--- src/rtl/fir_stream_pkg.sv ---
// Shared definitions for the FIR streaming blocks (source, filter, sink).
package fir_stream_pkg;

  localparam int DATA_W_DEF = 16;
  localparam int DEPTH_DEF  = 32;

  localparam logic [1:0] ST_IDLE = 2'd0;
  localparam logic [1:0] ST_PLAY = 2'd1;
  localparam logic [1:0] ST_GAP  = 2'd2;

  // Requested pass length saturates at the table depth.
  function automatic int clamp_len(input int req_len, input int depth);
    return (req_len > depth) ? depth : req_len;
  endfunction

endpackage

--- src/rtl/fir_axis_sample_source_if.sv ---
// AXI-Stream sample channel between the sample source and the FIR filter input.
interface fir_axis_sample_source_if #(
  parameter int DATA_W = 16
) ();

  logic              tvalid;
  logic              tready;
  logic [DATA_W-1:0] tdata;
  logic              tlast;

  modport master (
    output tvalid,
    output tdata,
    output tlast,
    input  tready
  );

  modport slave (
    input  tvalid,
    input  tdata,
    input  tlast,
    output tready
  );

endinterface

--- src/rtl/fir_sample_ram.sv ---
// Sample table: synchronous write, asynchronous read (read returns pre-write contents on a colliding edge).
module fir_sample_ram #(
  parameter int DATA_W = 16,
  parameter int DEPTH  = 32,
  parameter int ADDR_W = 5
) (
  input  logic              clk,
  input  logic              wr_en,
  input  logic [ADDR_W-1:0] wr_addr,
  input  logic [DATA_W-1:0] wr_data,
  input  logic [ADDR_W-1:0] rd_addr,
  output logic [DATA_W-1:0] rd_data
);

  logic [DATA_W-1:0] mem [DEPTH];

  always_ff @(posedge clk) begin
    if (wr_en) begin
      mem[wr_addr] <= wr_data;
    end
  end

  assign rd_data = mem[rd_addr];

endmodule

--- src/rtl/fir_axis_sample_source.sv ---
// AXI-Stream master that replays a loaded sample table once or continuously, with optional
// idle-cycle pacing between transfers and full tready backpressure.
module fir_axis_sample_source
  import fir_stream_pkg::*;
#(
  parameter int DATA_W = DATA_W_DEF,
  parameter int DEPTH  = DEPTH_DEF,
  parameter int ADDR_W = 5,
  parameter int RATE_W = 8
) (
  input  logic                     aclk,
  input  logic                     aresetn,
  input  logic                     wr_en,
  input  logic [ADDR_W-1:0]        wr_addr,
  input  logic [DATA_W-1:0]        wr_data,
  input  logic                     start,
  input  logic                     stop,
  input  logic                     loop_en,
  input  logic [ADDR_W:0]          length,
  input  logic [RATE_W-1:0]        rate_div,
  fir_axis_sample_source_if.master m_axis_data,
  output logic                     busy,
  output logic                     done
);

  localparam int LEN_W = ADDR_W + 1;

  logic [1:0]        state_reg,    state_next;
  logic [ADDR_W-1:0] rd_ptr_reg,   rd_ptr_next;
  logic [RATE_W-1:0] gap_cnt_reg,  gap_cnt_next;
  logic [LEN_W-1:0]  len_reg,      len_next;
  logic [RATE_W-1:0] rate_reg,     rate_next;
  logic              loop_reg,     loop_next;
  logic              stop_req_reg, stop_req_next;
  logic              tvalid_reg,   tvalid_next;
  logic [DATA_W-1:0] tdata_reg,    tdata_next;
  logic              tlast_reg,    tlast_next;
  logic              busy_reg,     busy_next;
  logic              done_reg,     done_next;

  logic [ADDR_W-1:0] rd_addr;
  logic [DATA_W-1:0] rd_data;
  logic [LEN_W-1:0]  len_clamped;
  logic [LEN_W-1:0]  len_m1;
  logic [ADDR_W-1:0] wrap_ptr;
  logic              at_last;
  logic              next_is_last;
  logic              xfer;
  logic              stopping;

  fir_sample_ram #(
    .DATA_W (DATA_W),
    .DEPTH  (DEPTH),
    .ADDR_W (ADDR_W)
  ) u_ram (
    .clk     (aclk),
    .wr_en   (wr_en),
    .wr_addr (wr_addr),
    .wr_data (wr_data),
    .rd_addr (rd_addr),
    .rd_data (rd_data)
  );

  assign len_clamped  = LEN_W'(clamp_len(int'(length), DEPTH));
  assign len_m1       = len_reg - LEN_W'(1);
  assign at_last      = ({1'b0, rd_ptr_reg} == len_m1);
  assign wrap_ptr     = at_last ? '0 : rd_ptr_reg + ADDR_W'(1);
  assign next_is_last = ({1'b0, wrap_ptr} == len_m1);
  assign xfer         = tvalid_reg & m_axis_data.tready;
  // A stop arriving on the same edge as a transfer ends the pass there too.
  assign stopping     = stop_req_reg | stop;

  always_comb begin
    state_next    = state_reg;
    rd_ptr_next   = rd_ptr_reg;
    gap_cnt_next  = gap_cnt_reg;
    len_next      = len_reg;
    rate_next     = rate_reg;
    loop_next     = loop_reg;
    stop_req_next = stop_req_reg;
    tvalid_next   = tvalid_reg;
    tdata_next    = tdata_reg;
    tlast_next    = tlast_reg;
    busy_next     = busy_reg;
    done_next     = 1'b0;
    rd_addr       = '0;

    case (state_reg)
      ST_IDLE: begin
        if (start && !stop && (length != '0)) begin
          len_next      = len_clamped;
          rate_next     = rate_div;
          loop_next     = loop_en;
          rd_ptr_next   = '0;
          stop_req_next = 1'b0;
          tdata_next    = rd_data;
          tlast_next    = (len_clamped == LEN_W'(1));
          tvalid_next   = 1'b1;
          busy_next     = 1'b1;
          state_next    = ST_PLAY;
        end
      end

      ST_PLAY: begin
        if (xfer) begin
          if (stopping || (at_last && !loop_reg)) begin
            tvalid_next   = 1'b0;
            tlast_next    = 1'b0;
            busy_next     = 1'b0;
            done_next     = 1'b1;
            stop_req_next = 1'b0;
            rd_ptr_next   = '0;
            state_next    = ST_IDLE;
          end else begin
            rd_ptr_next = wrap_ptr;
            if (rate_reg == '0) begin
              rd_addr    = wrap_ptr;
              tdata_next = rd_data;
              tlast_next = next_is_last;
            end else begin
              tvalid_next  = 1'b0;
              tlast_next   = 1'b0;
              gap_cnt_next = rate_reg;
              state_next   = ST_GAP;
            end
          end
        end else if (stop) begin
          stop_req_next = 1'b1;
        end
      end

      ST_GAP: begin
        if (stopping) begin
          busy_next     = 1'b0;
          done_next     = 1'b1;
          stop_req_next = 1'b0;
          rd_ptr_next   = '0;
          gap_cnt_next  = '0;
          state_next    = ST_IDLE;
        end else if (gap_cnt_reg == RATE_W'(1)) begin
          // rd_ptr already advanced when the gap began.
          rd_addr      = rd_ptr_reg;
          tdata_next   = rd_data;
          tlast_next   = at_last;
          tvalid_next  = 1'b1;
          gap_cnt_next = '0;
          state_next   = ST_PLAY;
        end else begin
          gap_cnt_next = gap_cnt_reg - RATE_W'(1);
        end
      end

      default: begin
        state_next = ST_IDLE;
      end
    endcase
  end

  always_ff @(posedge aclk) begin
    if (!aresetn) begin
      state_reg    <= ST_IDLE;
      rd_ptr_reg   <= '0;
      gap_cnt_reg  <= '0;
      len_reg      <= '0;
      rate_reg     <= '0;
      loop_reg     <= 1'b0;
      stop_req_reg <= 1'b0;
      tvalid_reg   <= 1'b0;
      tdata_reg    <= '0;
      tlast_reg    <= 1'b0;
      busy_reg     <= 1'b0;
      done_reg     <= 1'b0;
    end else begin
      state_reg    <= state_next;
      rd_ptr_reg   <= rd_ptr_next;
      gap_cnt_reg  <= gap_cnt_next;
      len_reg      <= len_next;
      rate_reg     <= rate_next;
      loop_reg     <= loop_next;
      stop_req_reg <= stop_req_next;
      tvalid_reg   <= tvalid_next;
      tdata_reg    <= tdata_next;
      tlast_reg    <= tlast_next;
      busy_reg     <= busy_next;
      done_reg     <= done_next;
    end
  end

  assign m_axis_data.tvalid = tvalid_reg;
  assign m_axis_data.tdata  = tdata_reg;
  assign m_axis_data.tlast  = tlast_reg;
  assign busy               = busy_reg;
  assign done               = done_reg;

endmodule

--- src/flat_wrapper.sv ---
// flat-port wrapper written by rule: the top's interface ports become plain ports
module fir_axis_sample_source_flat import fir_stream_pkg::*;
#(
  parameter int DATA_W = DATA_W_DEF,
  parameter int DEPTH  = DEPTH_DEF,
  parameter int ADDR_W = 5,
  parameter int RATE_W = 8
)
  (aclk, aresetn, wr_en, wr_addr, wr_data, start, stop, loop_en, length, rate_div, busy, done, m_axis_data_tvalid, m_axis_data_tdata, m_axis_data_tlast, m_axis_data_tready);
  fir_axis_sample_source_if #(.DATA_W(DATA_W)) m_axis_data_i ();
  input  logic aclk;
  input  logic aresetn;
  input  logic wr_en;
  input  logic [ADDR_W-1:0] wr_addr;
  input  logic [DATA_W-1:0] wr_data;
  input  logic start;
  input  logic stop;
  input  logic loop_en;
  input  logic [ADDR_W:0] length;
  input  logic [RATE_W-1:0] rate_div;
  output logic busy;
  output logic done;
  output wire logic [$bits(m_axis_data_i.tvalid)-1:0] m_axis_data_tvalid;
  output wire logic [$bits(m_axis_data_i.tdata)-1:0] m_axis_data_tdata;
  output wire logic [$bits(m_axis_data_i.tlast)-1:0] m_axis_data_tlast;
  input wire logic [$bits(m_axis_data_i.tready)-1:0] m_axis_data_tready;
  assign m_axis_data_tvalid = m_axis_data_i.tvalid;
  assign m_axis_data_tdata = m_axis_data_i.tdata;
  assign m_axis_data_tlast = m_axis_data_i.tlast;
  assign m_axis_data_i.tready = m_axis_data_tready;
  fir_axis_sample_source #(.DATA_W(DATA_W), .DEPTH(DEPTH), .ADDR_W(ADDR_W), .RATE_W(RATE_W)) u_core (.aclk(aclk), .aresetn(aresetn), .wr_en(wr_en), .wr_addr(wr_addr), .wr_data(wr_data), .start(start), .stop(stop), .loop_en(loop_en), .length(length), .rate_div(rate_div), .m_axis_data(m_axis_data_i), .busy(busy), .done(done));
endmodule
--- config.mk ---
export PLATFORM = sky130hd
export DESIGN_NAME = fir_axis_sample_source_flat
export DESIGN_NICKNAME = d
export VERILOG_FILES = /design/src/rtl/fir_stream_pkg.sv /design/src/rtl/fir_axis_sample_source_if.sv /design/src/rtl/fir_sample_ram.sv /design/src/rtl/fir_axis_sample_source.sv /design/src/flat_wrapper.sv
export SDC_FILE = /design/constraint.sdc
export NUM_CORES = 1
export LEC_CHECK = 0
export CAP_MARGIN = 20
export CORE_MARGIN = 5
export CORE_UTILIZATION = 52
export CTS_CLUSTER_SIZE = 16
export DETAILED_ROUTE_END_ITERATION = 7
export PLACE_DENSITY = 0.69
export SLEW_MARGIN = 0
export SYNTH_ARGS = -nofsm -noshare
export SYNTH_HDL_FRONTEND = slang
export SYNTH_SLANG_ARGS = --single-unit
--- constraint.sdc ---
create_clock -name aclk -period 5.2 [get_ports aclk]
set_input_delay 1.04 -clock aclk [delete_from_list [all_inputs] [get_ports aclk]]
set_output_delay 1.04 -clock aclk [all_outputs]
set_load 0.02 [all_outputs]
==> results.py <==
metrics = {
    "cts": {
        "post_cts_resized": 0,
        "cts_tree": "done",
        "ctsRootBufferMaster": "clkbuf_16",
        "post_cts_buffers": 0,
        "cts_made_buffers": 55,
        "cts_max_path_buffers": 3,
        "hold_buffers": 0,
        "clkTransAtPathRegs_ps": 60,
        "cts_sinks": 563,
        "clock_latency_ps": 620,
        "cts_max_level": 2,
    },
    "layout": {
        "area_growth_pct": 15.1,
        "nets": 1871,
        "final_area_mm2": 0.0270,
        "largest_reg_flops": 512,
        "layout-drive-gt1-share_pct": 13.3,
    },
    "global_routing": {
        "grt_pass1_wl_um": 102000,
        "grt_usage_pct": 27.3,
        "grt_pass1_vias": 15600,
        "overflow": 0,
        "antenna_found_initial": 1,
        "grt_max_degree": 45,
    },
    "synth": {
        "ys_seq_elements": 563,
        "ys_seq_area_share_pct": 69.9,
        "synth-xor-area-share_pct": 0.817,
        "synth_enable_flop_cells": 512,
        "async_reset_ff_share_pct": 0,
        "ys_top_cells_by_area": "edfxtp_1 (66%), dfxtp_1 (4.4%), nand2_1 (3.4%), mux2i_1 (2.8%), o22ai_1 (1.8%)",
        "synth_warnings": 0,
        "yosysTopAreaCellShare_pct": 65.6,
        "synthesis.area_mm2": 0.0234,
        "synth_top_family_by_area": "compound AO/OA/AOI/OAI gates",
        "synth_nets": 1747,
        "synth_area_per_cell_um2": 13.8,
        "synthMuxAreaShare_pct": 3.43,
        "synth_compound_area_share_pct": 11.9,
        "yosys.area_share.simple_pct": 10.6,
        "synth-adder-area-share_pct": 0.427,
        "syn_inst": 1697,
        "yosysTopAreaCell": "edfxtp_1",
        "synthFlopType": "edfxtp_1",
        "synth.distinct_cells": 93,
    },
    "drt": {
        "vias": 16000,
        "routedWlPerCell_um": 28.1,
        "ant_nets": 0,
        "drt_iter0_markers": 2483,
        "routed_via_density": 6.52,
        "drt_pass1_iterations": 6,
        "drc_errors": 0,
        "wl_um": 69000,
    },
    "floorplanning": {
        "rows": 77,
        "die_h_um": 222,
        "io_pins": 62,
        "die-area_mm2": 0.0494,
        "core_mm2": 0.0444,
        "fp.dieW_um": 222,
        "start_util_pct": 52.8,
    },
    "timing": {
        "hold_violations": 0,
        "fin_crit_ps": 4740,
        "rsz0062_at_grt": "false",
        "worst_slew_pin_slew_ps": 1140,
        "tns_ps": 0,
        "slew_headroom_pct": 23.5,
        "fin_hold_ws_ps": 488,
        "finalCritPeriodShare_pct": 91.2,
        "fmax_mhz": 211,
        "maxSlewViolCount": 0,
        "finalSetupViolCount": 0,
        "clock_skew_ps": 14.5,
    },
    "run_status": {
        "outcome": "completed",
    },
    "run": {
        "maxCapViolCount": 0,
    },
    "critical_path": {
        "cpPeakStageDelay_ps": 800,
        "setup.worst_path.class": "reg -> reg",
        "cp_slowest_cell": "o31ai_4",
        "cpMostUsedCell": "buf_4",
        "end_kind": "register",
        "worstPathRequired_ps": 5650,
        "start_kind": "register",
        "cp_max_fo": 15,
        "cp.arrival_ps": 5190,
        "cp_cell_sequence": "xor3_1 -> nor3_1 -> nand4_1 -> buf_4 -> o31ai_4 -> buf_4 -> nand2_1 -> buf_4 -> o211ai_1 -> a21oi_1 -> o31ai_1 -> a22oi_1",
    },
    "placement": {
        "hpwl_um": 43000,
        "dpl_cell_area_mm2": 0.0252,
        "gp_congestion": 0.894,
        "io_buffers": 61,
    },
    "worst_hold_path": {
        "hp-class": "reg -> reg",
    },
    "pwr": {
        "vdd_ir_drop_max_mv": 0.312,
        "p_leak_nw": 9.03,
        "powerDensity_mw_per_mm2": 375,
    },
}
==> power breakdown <==
part | internal, mW | switching, mW
clock | 2.26 | 1.70
sequential | 5.05 | 0.111
combinational | 0.336 | 0.642
==> placed cells by master (no fill, tap or decap), drive strengths merged, types with 8 or more instances in the layout <==
cell           count
nand3             50
a21boi            17
o211ai            13
dfxtp             51
o22ai             69
or4                9
nand3b            16
a211o              8
a31oi             16
a211oi            27
mux2i             67
o221ai            11
o21ai             69
nor2             100
nor4               9
and2              10
inv               24
a221oi            22
ha                 8
nor2b             13
edfxtp           512
clkbuf            66
a221o              9
clkdlybuf4s50     61
nor3              18
mux2               9
and3              14
buf              113
nand4             14
o31ai             14
nor3b             22
xnor2             10
clkinv            30
a21oi             40
nand2            217
o32ai             19
==> routing by layer <==
layer	track usage [%]	vias up	routed length, um
li1	-	6835	-
met1	38.4	7922	26300
met2	41.4	1106	30900
met3	6.85	162	8820
met4	10.9	2	3070
met5	0	-	13
==> cells in the mapped netlist, drive strengths merged, types with 6 or more instances <==
cell / n
a2111oi: 7
a211o: 8
a211oi: 27
a21boi: 17
a21oi: 40
a221o: 9
a221oi: 22
a22oi: 7
a311oi: 7
a31oi: 16
and2: 10
and3: 14
buf: 73
clkbuf: 35
dfxtp: 51
edfxtp: 512
ha: 8
inv: 23
mux2: 9
mux2i: 67
nand2: 217
nand3: 50
nand3b: 16
nand4: 14
nor2: 100
nor2b: 13
nor3: 18
nor3b: 22
nor4: 9
o211a: 6
o211ai: 13
o21ai: 69
o221ai: 11
o22ai: 69
o31ai: 14
o32ai: 19
or4: 9
xnor2: 10
xor2: 7
==> worst max-delay path: cells and delay by family, from the launching register on <==
kind	cells	cell delay, ps
AOI/OAI and AO/OA	5	2120
xor gates and xnor gates	1	520
buffers and inverters	3	750
DFF	1	680
and+or+nand+nor	3	470
==> layout make-up <==
| cell class | instances | area, um^2 |
|---|---|---|
| well taps | 592 | 741 |
| flip-flops and latches | 563 | 16400 |
| multi-input cells | 1003 | 6430 |
| clock inverters | 38 | 343 |
| diodes | 1 | 2.50 |
| repair buffers | 175 | 1550 |
| fillers | 3418 | 17400 |
| inverters | 23 | 86.3 |
| clock buffers | 65 | 1440 |
==> cells by family after synthesis <==
group                    after synthesis
AO/OA/AOI/OAI                        388
XOR/XNOR                              18
adder cells (fa/ha/maj)                8
buffers and inverters                131
flip-flops                           563
multiplexers                          76
AND/OR/NAND/NOR                      513
==> through the flow <==
step / setup slack [ps] / total power, mW / std cells / util (%)
after global placement: 59.3 / 6.19 / 2353 / 56.6
final: 460 / 10.1 / 2460 / 60.8
after global routing: 279 / 10.4 / 2459 / 60.8
after CTS: 551 / 10.1 / 2456 / 60.7
after detailed placement: 71.5 / 6.21 / 2353 / 56.6
after floorplan: 1660 / 5.71 / 1697 / -
==> final timing paths <==
| kind | from | depth (start not counted) | end | slack (ps) |
|---|---|---|---|---|
| max reg2reg | u_core.rd_ptr_reg[2] | 12 | u_core.m_axis_data.tdata[13] | 460 |
| max | u_core.rd_ptr_reg[2] | 12 | u_core.m_axis_data.tdata[13] | 460 |
| min | u_core.rate_reg[2] | 2 | u_core.rate_reg[2] | 490 |
| min reg2reg | u_core.rate_reg[2] | 2 | u_core.rate_reg[2] | 490 |
Note: power is estimated with default switching activity, not from simulation.
